--- src/rtl/ele_motion_ctrl.sv ---
// Elevator run controller: sequences floor travel, door dwell and direction
// reversal for a 4-storey car, driven by the registered request vector.
module ele_motion_ctrl #(
    parameter int MOVE_TICKS = 64,
    parameter int DOOR_TICKS = 96
) (
    input  logic       clk,
    input  logic       rst_n,
    input  logic [3:0] allReq,
    input  logic       up_need,
    input  logic       down_need,
    output logic [3:0] position,
    output logic [1:0] ud_mode,
    output logic [1:0] floor_num,
    output logic       door_open,
    output logic       moving
);

    typedef enum logic [1:0] {IDLE, MOVE_UP, MOVE_DOWN, DOOR} state_t;

    localparam logic [7:0] MOVE_LAST = 8'(MOVE_TICKS - 1);
    localparam logic [7:0] DOOR_LAST = 8'(DOOR_TICKS - 1);

    state_t     state_q, state_d;
    logic [3:0] pos_q, pos_d;
    logic [7:0] cnt_q, cnt_d;
    logic       dir_up_q, dir_up_d;
    logic [1:0] ud_q, ud_d;
    logic [1:0] floor_q, floor_d;
    logic       door_q, door_d;
    logic       moving_q, moving_d;
    logic       here, above, below;

    function automatic logic req_above(input logic [3:0] req, input logic [3:0] pos);
        logic [3:0] mask;
        mask = 4'(pos << 1) - 4'd1;
        return |(req & ~mask);
    endfunction

    function automatic logic req_below(input logic [3:0] req, input logic [3:0] pos);
        return |(req & (pos - 4'd1));
    endfunction

    function automatic logic [1:0] encode(input logic [3:0] pos);
        case (pos)
            4'b0010: return 2'd1;
            4'b0100: return 2'd2;
            4'b1000: return 2'd3;
            default: return 2'd0;
        endcase
    endfunction

    assign here  = |(allReq & pos_q);
    assign above = req_above(allReq, pos_q);
    assign below = req_below(allReq, pos_q);

    always_comb begin
        state_d  = state_q;
        pos_d    = pos_q;
        cnt_d    = cnt_q;
        dir_up_d = dir_up_q;
        unique case (state_q)
            IDLE: begin
                cnt_d = 8'd0;
                if (here) begin
                    state_d = DOOR;
                end else if (up_need && above) begin
                    state_d  = MOVE_UP;
                    dir_up_d = 1'b1;
                end else if (down_need && below) begin
                    state_d  = MOVE_DOWN;
                    dir_up_d = 1'b0;
                end
            end
            MOVE_UP: begin
                if (pos_q[3]) begin
                    state_d = IDLE;
                    cnt_d   = 8'd0;
                end else if (cnt_q == MOVE_LAST) begin
                    // Arrival is judged at the new floor against the live requests.
                    pos_d = pos_q << 1;
                    cnt_d = 8'd0;
                    if (|(allReq & pos_d))
                        state_d = DOOR;
                    else if (pos_d[3] || !req_above(allReq, pos_d))
                        state_d = IDLE;
                end else begin
                    cnt_d = cnt_q + 8'd1;
                end
            end
            MOVE_DOWN: begin
                if (pos_q[0]) begin
                    state_d = IDLE;
                    cnt_d   = 8'd0;
                end else if (cnt_q == MOVE_LAST) begin
                    pos_d = pos_q >> 1;
                    cnt_d = 8'd0;
                    if (|(allReq & pos_d))
                        state_d = DOOR;
                    else if (pos_d[0] || !req_below(allReq, pos_d))
                        state_d = IDLE;
                end else begin
                    cnt_d = cnt_q + 8'd1;
                end
            end
            DOOR: begin
                if (here) begin
                    cnt_d = 8'd0;
                end else if (cnt_q == DOOR_LAST) begin
                    // Keep going the way we came; reverse only when that side is empty.
                    cnt_d = 8'd0;
                    if (above && (dir_up_q || !below)) begin
                        state_d  = MOVE_UP;
                        dir_up_d = 1'b1;
                    end else if (below) begin
                        state_d  = MOVE_DOWN;
                        dir_up_d = 1'b0;
                    end else begin
                        state_d = IDLE;
                    end
                end else begin
                    cnt_d = cnt_q + 8'd1;
                end
            end
        endcase
    end

    always_comb begin
        ud_d     = 2'b00;
        door_d   = 1'b0;
        moving_d = 1'b0;
        floor_d  = encode(pos_d);
        unique case (state_d)
            MOVE_UP: begin
                ud_d     = 2'b01;
                moving_d = 1'b1;
            end
            MOVE_DOWN: begin
                ud_d     = 2'b10;
                moving_d = 1'b1;
            end
            DOOR: begin
                door_d = 1'b1;
                if (dir_up_d)
                    ud_d = req_above(allReq, pos_d) ? 2'b01 : 2'b00;
                else
                    ud_d = req_below(allReq, pos_d) ? 2'b10 : 2'b00;
            end
            IDLE: ud_d = 2'b00;
        endcase
    end

    always_ff @(posedge clk or negedge rst_n) begin
        if (!rst_n) begin
            state_q  <= IDLE;
            pos_q    <= 4'b0001;
            cnt_q    <= 8'd0;
            dir_up_q <= 1'b1;
            ud_q     <= 2'b00;
            floor_q  <= 2'd0;
            door_q   <= 1'b0;
            moving_q <= 1'b0;
        end else begin
            state_q  <= state_d;
            pos_q    <= pos_d;
            cnt_q    <= cnt_d;
            dir_up_q <= dir_up_d;
            ud_q     <= ud_d;
            floor_q  <= floor_d;
            door_q   <= door_d;
            moving_q <= moving_d;
        end
    end

    assign position  = pos_q;
    assign ud_mode   = ud_q;
    assign floor_num = floor_q;
    assign door_open = door_q;
    assign moving    = moving_q;

endmodule

--- config.mk ---
export PLATFORM = sky130hd
export DESIGN_NAME = ele_motion_ctrl
export DESIGN_NICKNAME = d
export VERILOG_FILES = /design/src/rtl/ele_motion_ctrl.sv
export SDC_FILE = /design/constraint.sdc
export NUM_CORES = 1
export LEC_CHECK = 0
export CORE_UTILIZATION = 53
export CTS_BUF_LIST = sky130_fd_sc_hd__clkbuf_8
export DETAILED_ROUTE_END_ITERATION = 6
export PLACE_DENSITY = 0.78
export SYNTH_ARGS = -nofsm -noshare
export SYNTH_HDL_FRONTEND = slang
export SYNTH_SLANG_ARGS = --single-unit
--- constraint.sdc ---
create_clock -name clk -period 3.04 [get_ports clk]
set_input_delay 0.608 -clock clk [delete_from_list [all_inputs] [get_ports clk]]
set_output_delay 0.608 -clock clk [all_outputs]
set_load 0.02 [all_outputs]
==> metrics, run 1 <==
Antenna diodes=0; CTS tree=built; post-synth cell types=64; 1st-iter DRT viols=89; CTS root buf=clkbuf_8; Synth Area in Compound Gates=0.2694; fillers=250; Final setup violation count=0; status=complete, no violations; register area share after synthesis=0.3065; Synth Instances=183; Initial Util=0.5598; mapped cell area=0.001723 sq mm; Tcrit/Tclk final=0.9540; Skew-Pair Late Insertion Delay=0.27 ns; Top-Level Pins=18; Leak=0.9137 nW; clock period minus worst slack=2.900 ns; worst-case vdd ir drop=0.5384 mV; post-synthesis mux area share=0.02251; GRT Util Overall=0.2797; syn_area_per_cell=9.415 sq um; global placement routability congestion=0.9581; P&R area growth vs syn=25.13%; total CTS buffers=3; nets=240; Slew HR=0.3658; Adder-Cell Fraction of Synth Area=0.1017; WL final=4.479 mm; Max Clock Freq=0.3448 GHz; die area=0.003483 sq mm; port buffer count=17; Via Count=1561; Critical Path AT=3.08 ns; Synth Area in XOR/XNOR=0.05519; post-route ant nets=0; CP Capture Type=flip-flop; actual slew at the worst max-slew pin=0.9483 ns; gr ovfl total=0; Synth Flop Type=dfrtp_1; clock sinks=21; RSZ-0062 raised after global routing=no; asr flop ratio synth=1.000; placed cell areas=0.002049 sq mm; layout cells sized above 1=0.2535; skew final=0.001304 ns; # DRC=0; Vias/cell=5.981; htree depth=1; cell area after layout=0.002156 sq mm; Synth warnings=0; CTS Hold Buffers Added=0; post-DP HPWL=3.341 mm; antenna violations before repair=0; largest net degree at the start of global routing=22; Pre-Repair DR Iteration Count=4; #FFs+latches synth=21; Worst-path clk slew=0.08 ns; EDFF count, synth=0; Worst Hold Class=flip-flop to flip-flop; Die H=59.02 microns; Min Hold Slack=0.4927 ns; fin. max-slew vios=0; Crit Path Class=flip-flop to flip-flop; largest family of logic cells by synthesized area=compound AO/OA/AOI/OAI gates; WL/cell=17.16 microns; simple-gate share of the synthesized area=0.1750; die width=59.02 microns; wire length of the first global-routing pass=7.162 mm; core area=0.003078 sq mm; syn nets=205; Util after Layout=0.7004; CTS max path bufs=2; row count=20; vias in the first global route=1592; Tot Pwr=1.370 mW; Worst EP required=3.22 ns; total of max-cap violations=0; Final Hold Vio Count=0; power per cell area=635.6 mW/mm^2; maximum fanout along the worst path=5; CP startpoint kind=flip-flop
through the flow:
stage	setup TNS, ns	instances	setup WS [ns]
after detailed placement	-1.107	257	-0.4312
after global placement	-0.2124	257	-0.1702
after global routing	0	261	0.0009293
after CTS	0	261	0.03596
final	0	261	0.1397
after floorplan	0	183	0.03008
cells in the mapped netlist, drive strengths merged (3+ instances only):
library cell  count  share of area
a22oi             4          0.017
inv              17          0.037
nand2            13          0.028
a31oi             5          0.018
ha               14           0.10
a221oi            3          0.019
buf               7          0.030
nand3             9          0.029
o21ai             9          0.028
o211ai            3          0.024
o21a              3          0.013
a222oi            3          0.017
xnor2             3          0.015
nor2             15          0.033
dfrtp            19           0.28
nand2b            4          0.015
xor2              7          0.040
a21oi             5          0.015
o311ai            3          0.024
power by group:
group / internal [mW] / switching [mW] / total (mW) / leakage (nW)
Combinational: 0.337 / 0.448 / 0.785 / 0.617
Sequential: 0.343 / 0.0498 / 0.393 / 0.275
Clock: 0.0928 / 0.0992 / 0.192 / 0.0217
area by class of cell:
type | instances | area, sq um | share of cell area
Tap cell | 44 | 55.05 | 0.02554
Clock buffer | 3 | 41.29 | 0.01915
Clock inverter | 1 | 7.507 | 0.003482
Inverter | 17 | 63.81 | 0.02960
Timing Repair Buffer | 38 | 337.8 | 0.1567
Multi-Input combinational cell | 137 | 1122 | 0.5206
Sequential cell | 21 | 528.0 | 0.2449
state kept, by name, indices dropped and copies added (netlist names):
signal and flops:
dir_up_q 1, ud_mode 2, cnt_q 8, state_q 2, door_open 1, floor_num 2
moving 1, position 4
final timing paths:
kind / startpoint / depth (start not counted) / slack, ns / end
min in group asynchronous: rst_n / 1 / 0.86 / position[2]
worst min register to register: cnt_q[0] / 1 / 0.49 / cnt_q[0]
max in group asynchronous: rst_n / 1 / 1.60 / cnt_q[6]
worst min-delay path: cnt_q[0] / 1 / 0.49 / cnt_q[0]
worst max register to register: position[0] / 12 / 0.14 / ud_mode[1]
worst max-delay path: position[0] / 12 / 0.14 / ud_mode[1]
per-layer routing:
layer / share of wire / track usage / vias up
met5: 0 / 0 / -
met3: 0.050 / 0.06332 / 6
li1: - / - / 736
met1: 0.41 / 0.3437 / 759
met4: 0.0085 / 0.09184 / 0
met2: 0.53 / 0.4854 / 60
cells in the final DEF (no fill, tap or decap), drive strengths merged, types with 3 or more instances in the layout:
| master | netlist | layout |
|---|---|---|
| a21oi | 5 | 5 |
| nand2b | 4 | 4 |
| o211ai | 3 | 3 |
| a22oi | 4 | 4 |
| a221oi | 3 | 3 |
| a31oi | 5 | 5 |
| o21a | 3 | 3 |
| o21ai | 9 | 9 |
| buf | 7 | 21 |
| nand3 | 9 | 9 |
| xnor2 | 3 | 3 |
| o311ai | 3 | 3 |
| a222oi | 3 | 3 |
| nor2 | 15 | 15 |
| dfrtp | 19 | 19 |
| inv | 17 | 17 |
| ha | 14 | 14 |
| nand2 | 13 | 13 |
| xor2 | 7 | 7 |
| clkbuf | 1 | 3 |
| clkdlybuf4s50 | 0 | 13 |
| dlymetal6s2s | 0 | 4 |
logic make-up (layout without fill, tap and decap cells):
logic type,count (synthesis),count (layout)
fa+ha+maj,14,14
mux,3,3
compound gates,56,56
simple gates,54,54
xor+xnor,10,10
buf+inv,25,59
flops,21,21
timing repair:
item / CTS / global route
gates cloned: 0 / 0
resized for setup: 1 / 14
setup endpoints to repair: 1 / 1
setup buffers: 0 / 0
endpoints found under the hold margin: 0 / 0
pin swaps: 2 / 4
critical path, stage by stage (launching register included):
cell      delay, ns
dfstp_2        0.55
inv_2          0.07
ha_1           0.34
a22oi_2        0.16
o21a_1         0.17
nor2_1         0.05
o31a_1         0.32
a31oi_2        0.19
o221a_1        0.27
buf_4          0.13
ha_1           0.18
nand2b_1       0.10
a221oi_2       0.27
Power figures use the tool's default switching activity.
==> run 2, diff against run 1 <==
--- a/config.mk
+++ b/config.mk
@@ -8,7 +8,7 @@
 export CORE_UTILIZATION = 53
 export CTS_BUF_LIST = sky130_fd_sc_hd__clkbuf_8
 export DETAILED_ROUTE_END_ITERATION = 6
-export PLACE_DENSITY = 0.78
+export PLACE_DENSITY = 0.8
 export SYNTH_ARGS = -nofsm -noshare
 export SYNTH_HDL_FRONTEND = slang
 export SYNTH_SLANG_ARGS = --single-unit
==> metrics, run 2 (synthesized netlist as in run 1, its figures left out) <==
largest net degree at the start of global routing=22; port buffer count=17; clock sinks=21; Most Crowded Layer GR=met2; Largest Register=cnt_q; layout cells sized above 1=0.2773; RSZ-0062 raised after global routing=no; Max Clock Freq=0.3430 GHz; maximum fanout along the worst path=5; wire length of the first global-routing pass=7.079 mm; most common cell after layout, fill and taps aside=buf_4; vias in the first global route=1584; actual slew at the worst max-slew pin=0.9127 ns; GRT met1 Usage=0.3417; Die H=59.02 microns; power per cell area=628.1 mW/mm^2; WL/cell=17.04 microns; Post-Place Worst Slack=-0.3450 ns; status=complete, no violations; post-DP HPWL=3.408 mm; CTS root buf=clkbuf_8; Worst Hold Class=flip-flop to flip-flop; WL final=4.499 mm; post-route ant nets=0; core area=0.003078 sq mm; CP startpoint kind=input pin; Worst-path clk slew=0.07 ns; clock period minus worst slack=2.915 ns; Tcrit/Tclk final=0.9589; Via Count=1607; gr ovfl total=0; Initial Util=0.5598; Final setup violation count=0; Min Hold Slack=0.4864 ns; die area=0.003483 sq mm; row count=20; CTS max path bufs=2; Top-Level Pins=18; nets=243; GRT Util Overall=0.2727; Tot Pwr=1.374 mW; Slew HR=0.3897; total of max-cap violations=0; htree depth=1; fin. max-slew vios=0; Crit Path Class=input pin to flip-flop; worst-case vdd ir drop=0.7062 mV; max reg flops=8; skew final=0.006185 ns; met2 Use GR=0.4708; global placement routability congestion=0.9298; most frequent cells in the layout=buf_4, dfrtp_1, inv_1; P&R area growth vs syn=27.02%; CP Capture Type=flip-flop; Vias/cell=6.087; Setup WS post-layout=0.1248 ns; Leak=0.9190 nW; total CTS buffers=3; met3 Usage GRT=0.05022; Util after Layout=0.7110; Pre-Repair DR Iteration Count=6; die width=59.02 microns; setup TNS=0 ns; Worst EP required=3.21 ns; Skew-Pair Late Insertion Delay=0.26 ns; CTS Hold Buffers Added=0; Critical Path AT=3.09 ns; 1st-iter DRT viols=227; Antenna diodes=0; CTS tree=built; # DRC=0; Final Hold Vio Count=0; antenna violations before repair=0
-- run 2: cell types whose count changed in the layout (fill, tap and decap cells not counted), sizes merged --
cell,change
buf,+3
dlymetal6s2s,-2
clkdlybuf4s50,+1
clkinvlp,-1
dlygate4sd2,+1
inv,+1
-- run 2: worst paths after layout --
check / startpoint / endpoint / slack (ns) / cells after the start
worst max-delay path: allReq[3] / ud_mode[1] / 0.12 / 11
worst min-delay path: cnt_q[0] / cnt_q[0] / 0.49 / 1
worst max register to register: cnt_q[0] / ud_mode[1] / 0.14 / 11
worst min register to register: cnt_q[0] / cnt_q[0] / 0.49 / 1
max in group asynchronous: rst_n / ud_mode[0] / 1.61 / 1
min in group asynchronous: rst_n / position[3] / 0.86 / 1
-- run 2: timing repair --
action,in CTS,in global routing
pin swaps,1,6
resized for setup,3,13
endpoints found under the setup margin,1,1
setup buffers,0,3
hold endpoints to repair,0,0
-- run 2: power breakdown --
group          internal (mW)  switching, mW
combinational          0.354          0.454
clock                 0.0898         0.0828
sequential             0.344         0.0507
-- run 2: cell type report --
cell class	instances	area (sq um)
clock buffers	3	41.29
multi-input cells	137	1142
clock inverters	1	3.754
repair buffers	41	354.1
inverters	17	63.81
flip-flops and latches	21	528.0
well taps	44	55.05
fillers	252	889.6
-- run 2: metrics by stage --
| stage | cell area (sq um) | instances |
|---|---|---|
| final | 2188 | 264 |
| after global routing | 2188 | 264 |
| after floorplan | 1723 | 183 |
| after detailed placement | 2049 | 257 |
| after global placement | 2049 | 257 |
| after CTS | 2102 | 261 |
-- run 2: routing by layer --
metal  vias to the layer above  part of all wire
met5                         -                 0
met4                         0             0.023
met3                        14             0.067
met2                        86              0.50
met1                       762              0.41
li1                        745                 -
-- run 2: worst max-delay path: stages --
cell and delay (ns):
clkdlybuf4s50_1 0.57, buf_4 0.15, inv_1 0.05, o21a_2 0.26, o31a_1 0.31, a31oi_2 0.20
o221a_1 0.26, buf_4 0.13, ha_1 0.18, nand2b_1 0.10, a221oi_2 0.26
